## config.mk

```make
export PLATFORM = sky130hd
export DESIGN_NAME = encoder_83
export DESIGN_NICKNAME = d
export VERILOG_FILES = /design/src/rtl/encoder_83_pkg.sv /design/src/rtl/encoder_83_core.sv /design/src/rtl/encoder_83.sv
export SDC_FILE = /design/constraint.sdc
export NUM_CORES = 1
export LEC_CHECK = 0
export BUFFER_PORTS_ARGS = -buffer_cell sky130_fd_sc_hd__buf_2
export CELL_PAD_IN_SITES_DETAIL_PLACEMENT = 0
export CELL_PAD_IN_SITES_GLOBAL_PLACEMENT = 1
export CORE_AREA = 8 8 45 47
export CTS_CLUSTER_SIZE = 24
export DETAILED_ROUTE_END_ITERATION = 10
export DIE_AREA = 0 0 53 55
export HOLD_SLACK_MARGIN = 0.05
export PLACE_DENSITY = 0.6
export REMOVE_ABC_BUFFERS = 1
export SLEW_MARGIN = 20
export SYNTH_ARGS = -nofsm -noshare
export SYNTH_HDL_FRONTEND = slang
export SYNTH_SLANG_ARGS = --single-unit
```

## constraint.sdc

```tcl
create_clock -name clk -period 1 [get_ports clk]
set_input_delay 0.15 -clock clk [delete_from_list [all_inputs] [get_ports clk]]
set_output_delay 0.15 -clock clk [all_outputs]
set_load 0.05 [all_outputs]
```

## src/rtl/encoder_83_pkg.sv

```systemverilog
// Shared widths, reset values and result bundle
// for the registered 8-to-3 priority encoder.
package encoder_83_pkg;

  localparam int IN_W  = 8;
  localparam int OUT_W = 3;

  localparam logic [OUT_W-1:0] OUT_RST   = '0;
  localparam logic             VALID_RST = 1'b0;
  localparam logic             MULTI_RST = 1'b0;

  typedef struct packed {
    logic [OUT_W-1:0] idx;
    logic             valid;
    logic             multi;
  } enc_t;

  localparam enc_t ENC_RST = '{
    idx:   OUT_RST,
    valid: VALID_RST,
    multi: MULTI_RST
  };

endpackage

```

## src/rtl/encoder_83_core.sv

```systemverilog
// Combinational highest-set-bit encoder with
// any-set and two-or-more-set flags.
module encoder_83_core
  import encoder_83_pkg::*;
(
  input  logic [IN_W-1:0] data_in,
  output enc_t            enc
);

  always_comb begin
    enc = ENC_RST;
    // Highest-numbered bit wins on multi-hot input
    priority case (1'b1)
      data_in[7]: enc.idx = 3'd7;
      data_in[6]: enc.idx = 3'd6;
      data_in[5]: enc.idx = 3'd5;
      data_in[4]: enc.idx = 3'd4;
      data_in[3]: enc.idx = 3'd3;
      data_in[2]: enc.idx = 3'd2;
      data_in[1]: enc.idx = 3'd1;
      data_in[0]: enc.idx = 3'd0;
      default:    enc.idx = OUT_RST;
    endcase
    enc.valid = |data_in;
    // Clearing the lowest set bit leaves a residue
    // only when two or more bits were set
    enc.multi = |(data_in & (data_in - 8'd1));
  end

endmodule

```

## src/rtl/encoder_83.sv

```systemverilog
// Registered 8-to-3 priority encoder top:
// core plus a synchronous-reset output register.
module encoder_83
  import encoder_83_pkg::*;
(
  output logic [OUT_W-1:0] out,
  input  logic [IN_W-1:0]  data_in,
  input  logic             clk,
  input  logic             rst,
  output logic             valid,
  output logic             multi
);

  enc_t enc_d;
  enc_t enc_q;

  encoder_83_core u_core (
    .data_in (data_in),
    .enc     (enc_d)
  );

  always_ff @(posedge clk) begin
    if (rst) enc_q <= ENC_RST;
    else     enc_q <= enc_d;
  end

  assign out   = enc_q.idx;
  assign valid = enc_q.valid;
  assign multi = enc_q.multi;

endmodule

```

==> results.sh <==
export IMPL_core_area_mm2=0.00138
export IMPL_cp_cell_sequence="buf_2"
export IMPL_syn2layout_area_growth_pct=63.2
export IMPL_holdCritStartpoint="rst"
export IMPL_cts_buffers=3
export IMPL_rows=14
export IMPL_slew_violations=0
export IMPL_cts_tree="yes"
export IMPL_min_period_over_period_pct=93.4
export IMPL_worstSetupEndpointType="primary output"
export IMPL_yosysTopAreaCell="dfxtp_1"
export IMPL_status="finished clean"
export IMPL_drt_wirelength_per_cell_um=9.88
export IMPL_avgSynthCellArea_um2=8.57
export IMPL_tightestPinTransition_ps=252
export IMPL_dp_hpwl_um=555
export IMPL_p_per_area_mw_per_mm2=1510
export IMPL_drc=0
export IMPL_crit_arrival_ps=780
export IMPL_stdcell_area_um2=378
export IMPL_critical_path_top_delay_family="flip-flops"
export IMPL_vias_per_cell=4.05
export IMPL_finalSetupViolCount=0
export IMPL_drive_above_1_share_pct=46.9
export IMPL_finalNetCount=60
export IMPL_max_freq_ghz=1.07
export IMPL_die_h_um=55
export IMPL_drtPass1Iterations=2
export IMPL_cts_clk_slew_worst_paths_ps=40
export IMPL_holdPathEnd="valid"
export IMPL_worst_setup_path_start_kind="register"
export IMPL_overflow=0
export IMPL_total_leakage_power_nw=0.180
export IMPL_setup_tns_ps=0
export IMPL_htreeDepth=1
export IMPL_rsz0062_at_grt="false"
export IMPL_clk_path_buf_depth=2
export IMPL_synth_area_leaders="dfxtp_1, a211oi_1, a21oi_1"
export IMPL_cpPeakStageDelay_ps=300
export IMPL_synth_area_um2=231
export IMPL_worst_ep_required_time_ps=850
export IMPL_cp_max_fo=1
export IMPL_hold_slack_ps=137
export IMPL_critPathBufInv=1
export IMPL_ys_types=14
export IMPL_grt_start_max_net_pins=6
export IMPL_grt_usage_pct=5.36
export IMPL_max_cap_viol_count=0
export IMPL_ys_ff_latch=5
export IMPL_grt_pass1_wl_um=1100
export IMPL_fp_dieW_um=53
export IMPL_drt_iter0_markers=6
export IMPL_hold_depth=2
export IMPL_ctsHoldBuffers=0
export IMPL_max_vdd_ir_drop_mv=0.242
export IMPL_start_util_pct=16.7
export IMPL_post_cts_buffers=0
export IMPL_syn_inst=27
export IMPL_gp_congestion=0.682
export IMPL_vias=263
export IMPL_worstSetupPathType="reg2out"
export IMPL_placed_area_um2=352
export IMPL_synthDominantCellAreaShare_pct=43.2
export IMPL_total_power_mw=0.569
export IMPL_antenna_found_initial=0
export IMPL_maxSlewHeadroom_pct=83.3
export IMPL_io_buffers=14
export IMPL_diodes=0
export IMPL_cts_repair_resize_count=0
export IMPL_period_needed_ps=934
export IMPL_ys_warn_count=0
export IMPL_wl_um=642
export IMPL_cts_sinks=5
export IMPL_ant_nets=0
export IMPL_min_path_type="in2reg"
export IMPL_hold_violations=0
export IMPL_ys_seq_area_share_pct=43.2
export IMPL_die_area_mm2=0.00292
export IMPL_cp_depth=1
export IMPL_ios=15
export IMPL_cp_slowest_cell="dfxtp_1"
export IMPL_ctsRootBufferMaster="clkbuf_4"
export IMPL_grt_pass1_vias=271
## worst max path at each step
stage	startpoint	end	slack (ps)
floorplan	data_in[7]	multi	-2
global placement	data_in[7]	multi	-140
detailed placement	data_in[7]	multi	-150
CTS	valid	valid	50
global route	out[0]	out[0]	20
finish	valid	valid	70
## power breakdown
part | leakage (nW) | switching (mW) | internal, mW
Combinational | 0.123 | 0.0846 | 0.0475
Clock | 0.0150 | 0.0707 | 0.150
Sequential | 0.0421 | 0.00242 | 0.213
Total | 0.180 | 0.158 | 0.411
## synth_stat cells (all sizes together)
library cell and count:
o21bai 1, a21oi 4, o21ai 3, maj3 1
a211oi 3, or4 1, dfxtp 5, nor3 1
nand2b 1, nor2 2, inv 3, nor2b 2
## cell usage in the layout (no fill, tap or decap)
master    instances
nor2_1            2
nand2b_1          1
nor2b_2           1
o21ai_1           2
dfxtp_1           5
o21ai_0           1
a211oi_1          3
o21bai_1          1
maj3_1            1
buf_4             4
inv_1             3
nor3_1            1
or4_4             1
a21oi_1           4
clkbuf_4          3
buf_2            14
clkbuf_1          1
nor2b_1           1
## per-layer routing
layer / part of all wire, % / wire (µm) / track usage [%] / up-vias
met5: 0 / 0 / 0 / -
met4: 0.93 / 6 / 5.17 / 0
met3: 18 / 117 / 4.01 / 2
met2: 42 / 272 / 7.23 / 10
met1: 38 / 246 / 5.18 / 110
li1: - / - / - / 141
## registers in the layout (all words and copies together) (netlist names)
name and count:
out 3, valid 1, multi 1
## layout make-up
cell class | count | area [µm²]
inverters | 3 | 11.3
multi-input cells | 19 | 120
well taps | 16 | 20.0
repair buffers | 18 | 100
fillers | 154 | 1010
clock buffers | 4 | 26.3
flip-flops and latches | 5 | 100
## per-stage QoR
step           std cells  util, %  worst slack, ps
2_1_floorplan         27        -            -2.45
3_3_place_gp          61     25.4             -136
3_5_place_dp          61     25.4             -151
4_1_cts               65     27.3             51.9
5_1_grt               65     27.3             21.4
6_report              65     27.3             66.1
## logic make-up after synthesis
| group | count (synthesis) | synth area share (%) |
|---|---|---|
| AOI/OAI and AO/OA | 11 | 28.1 |
| and+or+nand+nor | 7 | 19.5 |
| buffers and inverters | 3 | 4.86 |
| adders and majority gates | 1 | 4.32 |
| DFF | 5 | 43.2 |
Note: power is estimated with default switching activity, not from simulation.
